**config.mk**
```make
export PLATFORM = sky130hd
export DESIGN_NAME = commit_unit
export DESIGN_NICKNAME = d
export VERILOG_FILES = /design/src/rtl/commit_unit_pkg.sv /design/src/rtl/commit_watchdog.sv /design/src/rtl/commit_unit.sv
export SDC_FILE = /design/constraint.sdc
export NUM_CORES = 1
export LEC_CHECK = 0
export BUFFER_PORTS_ARGS = -buffer_cell sky130_fd_sc_hd__buf_4
export CAP_MARGIN = 20
export CORE_AREA = 2 2 122 124
export DETAILED_ROUTE_END_ITERATION = 6
export DIE_AREA = 0 0 124 126
export PLACE_DENSITY_LB_ADDON = 0.12
export SYNTH_ARGS = -nofsm -noshare
export SYNTH_HDL_FRONTEND = slang
export SYNTH_HIERARCHICAL = 1
export SYNTH_SLANG_ARGS = --single-unit
```
**constraint.sdc**
```tcl
create_clock -name clock -period 2.5 [get_ports clock]
set_clock_uncertainty 0.1 [all_clocks]
set_input_delay 0.375 -clock clock [delete_from_list [all_inputs] [get_ports clock]]
set_output_delay 0.375 -clock clock [all_outputs]
set_load 0.03 [all_outputs]
```
**src/rtl/commit_unit_pkg.sv**
```systemverilog
// Shared types and constants for the in-order commit stage.
package commit_unit_pkg;

  typedef enum logic {
    RUN    = 1'b0,
    HALTED = 1'b1
  } commit_state_t;

  typedef struct packed {
    logic [31:0] pc;
    logic        mem;
    logic [31:0] addr;
    logic        halt;
    logic        ret;
  } commit_bundle_t;

  // Encoding the upstream decoder matches to raise wb_ebreak.
  localparam logic [31:0] EBREAK_INST = 32'h0010_0073;

endpackage

```
**src/rtl/commit_watchdog.sv**
```systemverilog
// No-progress watchdog: counts idle cycles and flags expiry at TIMEOUT-1.
module commit_watchdog #(
  parameter int TIMEOUT = 100000
) (
  input  logic clock,
  input  logic reset,
  input  logic clear,
  input  logic enable,
  input  logic freeze,
  output logic expire
);

  localparam int W = (TIMEOUT > 1) ? $clog2(TIMEOUT) : 1;
  localparam logic [W-1:0] TERM = W'(TIMEOUT - 1);

  logic [W-1:0] count;
  logic         at_term;

  assign at_term = (count == TERM);
  assign expire  = enable & ~freeze & ~clear & at_term;

  // Saturates at the terminal value; the halt that follows freezes it anyway.
  always_ff @(posedge clock) begin
    if (reset) begin
      count <= '0;
    end else if (clear) begin
      count <= '0;
    end else if (enable && !freeze && !at_term) begin
      count <= count + W'(1);
    end
  end

endmodule

```
**src/rtl/commit_unit.sv**
```systemverilog
// In-order retirement stage: registers one commit bundle per accepted
// instruction, detects ebreak / watchdog halts and counts retired instructions.
module commit_unit
  import commit_unit_pkg::*;
#(
  parameter int TIMEOUT = 100000,
  parameter int CNT_W   = 64
) (
  input  logic             clock,
  input  logic             reset,
  input  logic             wb_valid,
  output logic             wb_ready,
  input  logic [31:0]      wb_pc,
  input  logic             wb_mem,
  input  logic [31:0]      wb_addr,
  input  logic             wb_ebreak,
  input  logic [31:0]      wb_a0,
  output logic             commit_commit,
  output logic [31:0]      commit_pc,
  output logic             commit_mem,
  output logic [31:0]      commit_addr,
  output logic             commit_halt,
  output logic             commit_ret,
  output logic             halted,
  output logic [CNT_W-1:0] instret
);

  commit_state_t  state_q, state_d;
  commit_bundle_t bundle_q, bundle_d;
  logic           commit_q, commit_d;
  logic [31:0]    last_pc;
  logic           accept;
  logic           expire;

  assign wb_ready = (state_q == RUN);
  assign halted   = (state_q == HALTED);
  assign accept   = wb_valid & wb_ready;

  commit_watchdog #(.TIMEOUT(TIMEOUT)) u_watchdog (
    .clock  (clock),
    .reset  (reset),
    .clear  (accept),
    .enable (state_q == RUN),
    .freeze (state_q == HALTED),
    .expire (expire)
  );

  // An accept in the expiry cycle wins over the forced halt.
  always_comb begin
    state_d  = state_q;
    commit_d = 1'b0;
    bundle_d = '0;
    if (accept) begin
      commit_d      = 1'b1;
      bundle_d.pc   = wb_pc;
      bundle_d.mem  = wb_mem;
      bundle_d.addr = wb_mem ? wb_addr : 32'h0;
      bundle_d.halt = wb_ebreak;
      bundle_d.ret  = wb_ebreak && (wb_a0 == 32'h0);
      if (wb_ebreak) state_d = HALTED;
    end else if (expire) begin
      commit_d      = 1'b1;
      bundle_d.pc   = last_pc;
      bundle_d.halt = 1'b1;
      state_d       = HALTED;
    end
  end

  always_ff @(posedge clock) begin
    if (reset) begin
      state_q  <= RUN;
      commit_q <= 1'b0;
      bundle_q <= '0;
      last_pc  <= '0;
      instret  <= '0;
    end else begin
      state_q  <= state_d;
      commit_q <= commit_d;
      bundle_q <= bundle_d;
      if (accept) begin
        instret <= instret + CNT_W'(1);
        last_pc <= wb_pc;
      end
    end
  end

  assign commit_commit = commit_q;
  assign commit_pc     = bundle_q.pc;
  assign commit_mem    = bundle_q.mem;
  assign commit_addr   = bundle_q.addr;
  assign commit_halt   = bundle_q.halt;
  assign commit_ret    = bundle_q.ret;

endmodule

```
==> results of run 1 <==
## per-stage QoR
stage	setup WS (ps)	hold slack, ps	power [mW]	cell area, um^2	util
6_report	215	65.2	6.10	9880	0.690
3_3_place_gp	247	343	3.50	9280	0.648
2_1_floorplan	42.4	334	3.29	7220	-
5_1_grt	92.2	59.5	6.32	9880	0.690
3_5_place_dp	162	345	3.51	9280	0.648
4_1_cts	124	52.1	6.16	9870	0.690
## Yosys cell counts, types with 3 or more instances
| cell | n |
|---|---|
| sky130_fd_sc_hd__nand4_1 | 38 |
| sky130_fd_sc_hd__xnor2_1 | 9 |
| sky130_fd_sc_hd__clkbuf_1 | 25 |
| sky130_fd_sc_hd__dfxtp_1 | 182 |
| sky130_fd_sc_hd__o21ai_0 | 21 |
| sky130_fd_sc_hd__nor4_1 | 11 |
| sky130_fd_sc_hd__mux2i_1 | 3 |
| sky130_fd_sc_hd__nor2_1 | 65 |
| sky130_fd_sc_hd__nor3_1 | 11 |
| sky130_fd_sc_hd__nand4_2 | 3 |
| sky130_fd_sc_hd__o31ai_1 | 6 |
| sky130_fd_sc_hd__nand2_1 | 101 |
| sky130_fd_sc_hd__nor2b_1 | 37 |
| sky130_fd_sc_hd__and4_1 | 7 |
| sky130_fd_sc_hd__a21oi_1 | 96 |
| sky130_fd_sc_hd__and3_1 | 42 |
| sky130_fd_sc_hd__inv_1 | 7 |
| sky130_fd_sc_hd__and2_1 | 6 |
| sky130_fd_sc_hd__mux2_2 | 3 |
| sky130_fd_sc_hd__or4_1 | 10 |
| sky130_fd_sc_hd__nand3_1 | 23 |
| sky130_fd_sc_hd__or3_1 | 23 |
| sky130_fd_sc_hd__nand3_2 | 3 |
| sky130_fd_sc_hd__xor2_1 | 32 |
| sky130_fd_sc_hd__buf_1 | 9 |
## cell families (layout without fill, tap and decap cells)
group,count (synthesis),in the layout,share of synthesized area
DFF,182,182,0.505
AOI/OAI and AO/OA,133,133,0.0998
and+or+nand+nor,400,400,0.307
xor gates and xnor gates,41,41,0.0497
adders and majority gates,2,2,0.00346
buffers and inverters,46,304,0.0267
muxes,6,6,0.00884
## path summary, 6_finish.rpt
check / start / slack (ps) / endpoint / cells past startpoint
worst max-delay path: instret[0] / 210 / instret[62] / 6
worst min-delay path: reset / 70 / halted / 2
worst max register to register: instret[0] / 210 / instret[62] / 6
worst min register to register: last_pc[4] / 350 / last_pc[4] / 2
## cell type report
cell class | instances | area, um^2
inverter | 8 | 30.0
multi-input combinational | 582 | 3390
tap | 184 | 230
fill | 1178 | 4440
sequential | 182 | 3640
clock buffer | 18 | 439
timing repair buffer | 264 | 1990
clock inverter | 14 | 150
## flip-flops by register name, indices dropped and copies added, names as in the netlist, 17 cells and up
| register | flops |
|---|---|
| commit_addr | 32 |
| commit_pc | 32 |
| instret | 64 |
| last_pc | 32 |
| u_watchdog/count | 17 |
## worst register-to-register path, cell delays in order, from the launching register on
cell and delay (ps):
sky130_fd_sc_hd__dfxtp_1 410, sky130_fd_sc_hd__ha_1 190, sky130_fd_sc_hd__nand3b_1 180, sky130_fd_sc_hd__nor4_1 360
sky130_fd_sc_hd__nand4_1 300, sky130_fd_sc_hd__nor3_1 280, sky130_fd_sc_hd__mux2_2 350
## per-layer routing
metal,global-route usage,vias to the layer above,share of wire
li1,-,3342,-
met1,0.306,3077,0.41
met2,0.414,233,0.49
met3,0.0811,20,0.081
met4,0.0806,0,0.017
met5,0,-,0
## power breakdown
group	switching, mW	internal, mW
sequential	0.0238	2.96
clock	1.15	1.51
combinational	0.247	0.210
## repair_timing
| action | CTS | global route |
|---|---|---|
| setup buffers | 0 | 1 |
| hold buffers | 0 | 0 |
| endpoints found under the setup margin | 0 | 3 |
==> metrics, run 1 <==
CP endpoint kind register; CTS tree done; antenna diode count 0; number of buffers on the longest clock path 2; number of hold violations in the final report 0; count of unique library cells instantiated by Yosys 53; number of H-tree levels 4; number of global-route vias before repair 6217; Die Wd 124 um; async set or reset register ratio after synthesis 0; Yosys warning count 6; Chip Height 126 um; sequential cell area fraction in the yosys report 0.505; DRC violation count after routing 0; number of enable-type register cells in the synthesized netlist 0; worst IR drop on VDD 0.457 mV; sum of net half-perimeters after detailed placement 14200 um; biggest cell delay along the critical path 410 ps; Root Buffer Master sky130_fd_sc_hd__clkbuf_16; Max-cap violations 0; post-layout net count 1158; standard cell core area 14300 um^2; top flip-flop cell by instance count after synthesis sky130_fd_sc_hd__dfxtp_1; fraction of layout instances using a drive strength above 1 0.302; post-synthesis cell type with the largest combined area sky130_fd_sc_hd__dfxtp_1; post-CTS sizing 0; synthesized instance count 810; arrival time at the worst endpoint 2500 ps; maximum number of pins on one net before global-route repair 54; RSZ-0062 raised after global routing no; first-pass GRT wire length 30600 um; Slowest-stage cell, CP sky130_fd_sc_hd__dfxtp_1; leakage power 4.24 nW; insertion delay to the later sink of the worst-skew pair 420 ps; transition time of the tightest slew-check pin 549 ps; layout-stage area growth over the synthesis result 36.8%; vias per cell 5.33; power density cells 618 nW/um^2; antenna violations before repair 0; outcome finished, final reports clean; clock period minus final worst setup slack 2290 ps; most frequent cells in the layout sky130_fd_sc_hd__buf_4 (263), sky130_fd_sc_hd__dfxtp_1 (182), sky130_fd_sc_hd__nand2_1 (101); mean routed wirelength per cell 15.5 um; via count 6672; sum of negative setup slack 0 ps; overall overflow remaining after global route 0; Bufs and invs on worst path 0; sequence of cells on the critical path ha_1, nand3b_1, nor4_1, nand4_1, nor3_1, mux2_2; die footprint 15600 um^2; final wirelength 19400 um; Crit path required time 2720 ps; count of boundary I/O pins 235; Hold Path Class input pin to register; peak fanout along the critical path 4; number of placement rows 44; CTS sink cnt 182; gate family responsible for the most delay along the worst path simple AND/OR/NAND/NOR gates; clock slew at reported path FFs 60 ps; kind of launch point of the worst setup path register; synth top area cells sky130_fd_sc_hd__dfxtp_1 (50%), sky130_fd_sc_hd__a21oi_1 (6.7%), sky130_fd_sc_hd__nand2_1 (5.2%); area share of the leading cell type in the synthesized netlist 0.505; Placed Instances 1219; last weighted congestion value of the routability-driven placer 0.848; Avg Inst Size Synth 8.92 um^2; post-synthesis register bit count 182; 1st-iter DRT viols 341; worst max-slew margin expressed relative to the limit 0.631; most common cell after layout, fill and taps aside sky130_fd_sc_hd__buf_4; critical path start-end classification register to register; fmax 438 MHz; Port Buf Inserts 234; synthesized net count 913; TritonCTS buffer count 17; total global routing track utilization 0.250; Final Setup Violations 0; Syn Std Cell Area 7220 um^2; DRT Pass-1 Iters 5; antenna-violating nets left 0; Final Slew Violations 0; effective utilization at floorplan 0.505; final standard cell count with taps included and fillers excluded 1252; period utilization 0.914
Power figures use the tool's default switching activity.
==> run 2: changes to the inputs <==
--- a/config.mk
+++ b/config.mk
@@ -10,7 +10,7 @@
 export CORE_AREA = 2 2 122 124
 export DETAILED_ROUTE_END_ITERATION = 6
 export DIE_AREA = 0 0 124 126
-export PLACE_DENSITY_LB_ADDON = 0.12
+export PLACE_DENSITY = 0.8
 export SYNTH_ARGS = -nofsm -noshare
 export SYNTH_HDL_FRONTEND = slang
 export SYNTH_HIERARCHICAL = 1
==> run 2 against run 1 <==
- utilization is 0.55 points lower
- register-to-register slack hardly changed
- design area is 0.80% lower
- clock power is 4% lower
- flip-flop and latch count stayed put
- critical path depth is 1 lower
- power is 1.7% lower
- worst hold slack worse by 1.1 ps
- final cell count is 0.80% lower
==> metrics, run 2 (synthesis results as in run 1) <==
worst max-slew margin expressed relative to the limit 0.586; Max-cap violations 0; TritonCTS buffer count 17; overall overflow remaining after global route 0; gate family responsible for the most delay along the worst path simple AND/OR/NAND/NOR gates; post-layout net count 1148; cell internal pwr 4.57 mW; count of boundary I/O pins 235; final standard cell count with taps included and fillers excluded 1242; worst IR drop on VDD 0.442 mV; fraction of power consumed by sequential logic 0.498; portion of total power attributed to the clock network 0.425; Port Buf Inserts 234; period utilization 0.919; CP endpoint kind register; maximum number of pins on one net before global-route repair 69; biggest cell delay along the critical path 560 ps; CTS sink cnt 182; Final Slew Violations 0; number of placement rows 44; power density cells 612 nW/um^2; Psw 1.43 mW; RSZ-0062 raised after global routing no; layout-stage area growth over the synthesis result 35.7%; Hold Path Class input pin to register; final wirelength 19800 um; Slowest-stage cell, CP sky130_fd_sc_hd__nor4_4; leakage power 4.18 nW; mean routed wirelength per cell 15.9 um; placed instance area 9230 um^2; CTS tree done; sequence of cells on the critical path nand4_2, nor4_4, nand4_2, or3_1, a21oi_1; effective utilization at floorplan 0.505; peak fanout along the critical path 9; clock period minus final worst setup slack 2300 ps; number of hold buffers added after CTS 0; Final Cell Area 9800 um^2; Final Setup Violations 0; hold slack 64.0 ps; register containing the most flip-flops in the final layout instret; arrival time at the worst endpoint 2560 ps; sum of net half-perimeters after detailed placement 14300 um; total power consumption of the routed design 6.00 mW; die footprint 15600 um^2; kind of launch point of the worst setup path register; cell mode on critical path sky130_fd_sc_hd__nand4_2; vias per cell 5.50; number of buffers on the longest clock path 2; insertion delay to the later sink of the worst-skew pair 430 ps; critical path start-end classification register to register; Root Buffer Master sky130_fd_sc_hd__clkbuf_16; DRC violation count after routing 0; 1st-iter DRT viols 456; sum of negative setup slack 0 ps; post-CTS sizing 0; Crit path required time 2760 ps; antenna diode count 0; clock slew at reported path FFs 70 ps; Chip Height 126 um; number of hold violations in the final report 0; transition time of the tightest slew-check pin 621 ps; number of H-tree levels 4; flip-flop count of the largest register after layout 64; most common cell after layout, fill and taps aside sky130_fd_sc_hd__buf_4; number of post-CTS setup repair buffers 0; most frequent cells in the layout sky130_fd_sc_hd__buf_4 (252), sky130_fd_sc_hd__dfxtp_1 (182), sky130_fd_sc_hd__nand2_1 (101); total global routing track utilization 0.254; fraction of layout instances using a drive strength above 1 0.297; fmax 435 MHz; logic gate share of total power 0.077; via count 6827; number of global-route vias before repair 6430; antenna-violating nets left 0; last weighted congestion value of the routability-driven placer 0.882; Placed Instances 1210; Die Wd 124 um; first-pass GRT wire length 31100 um; antenna violations before repair 1; standard cell core area 14300 um^2; outcome finished, final reports clean; Switching Share 0.238; DRT Pass-1 Iters 5; Bufs and invs on worst path 0
## run 2: worst paths after layout
path | to | start | cells past startpoint | slack [ps]
setup / recovery | instret[53] | instret[28] | 5 | 200
hold / removal | commit_addr[12] | wb_addr[12] | 2 | 60
setup reg to reg | instret[53] | instret[28] | 5 | 200
hold reg to reg | last_pc[20] | last_pc[20] | 2 | 360
## run 2: final cells by class
class	count	area (um^2)
Timing Repair Buffer	254	1930
Clock buffer	21	480
Sequential cell	182	3640
Multi-Input combinational cell	582	3390
Inverter	8	30.0
Tap cell	184	230
Fill cell	1190	4510
Clock inverter	11	90.1
## run 2: metal layers
metal	wire, um	global-route usage	up-vias	part of all wire
met3	1560	0.0815	36	0.079
met4	490	0.0991	2	0.025
met1	7670	0.298	3205	0.39
li1	-	-	3320	-
met5	13	0	-	0.00066
met2	10000	0.427	264	0.51
## run 2: power by group through the flow
stage	clock network (mW)	logic (mW)	registers [mW]
5_1_grt	2.74	0.503	2.99
3_3_place_gp	0	0.456	3.05
3_5_place_dp	0	0.462	3.05
6_report	2.55	0.461	2.99
4_1_cts	2.59	0.464	2.99
2_1_floorplan	0	0.178	3.11
## run 2: worst reg2reg max path, stage by stage, from the launching register on
cell,delay (ps)
sky130_fd_sc_hd__dfxtp_1,450
sky130_fd_sc_hd__nand4_2,270
sky130_fd_sc_hd__nor4_4,560
sky130_fd_sc_hd__nand4_2,290
sky130_fd_sc_hd__or3_1,430
sky130_fd_sc_hd__a21oi_1,140
## run 2: per-stage QoR
step | utilization | worst slack (ps)
3_5_place_dp | 0.645 | 242
5_1_grt | 0.685 | 19.8
2_1_floorplan | - | 42.4
3_3_place_gp | 0.645 | 306
4_1_cts | 0.685 | 203
6_report | 0.685 | 203
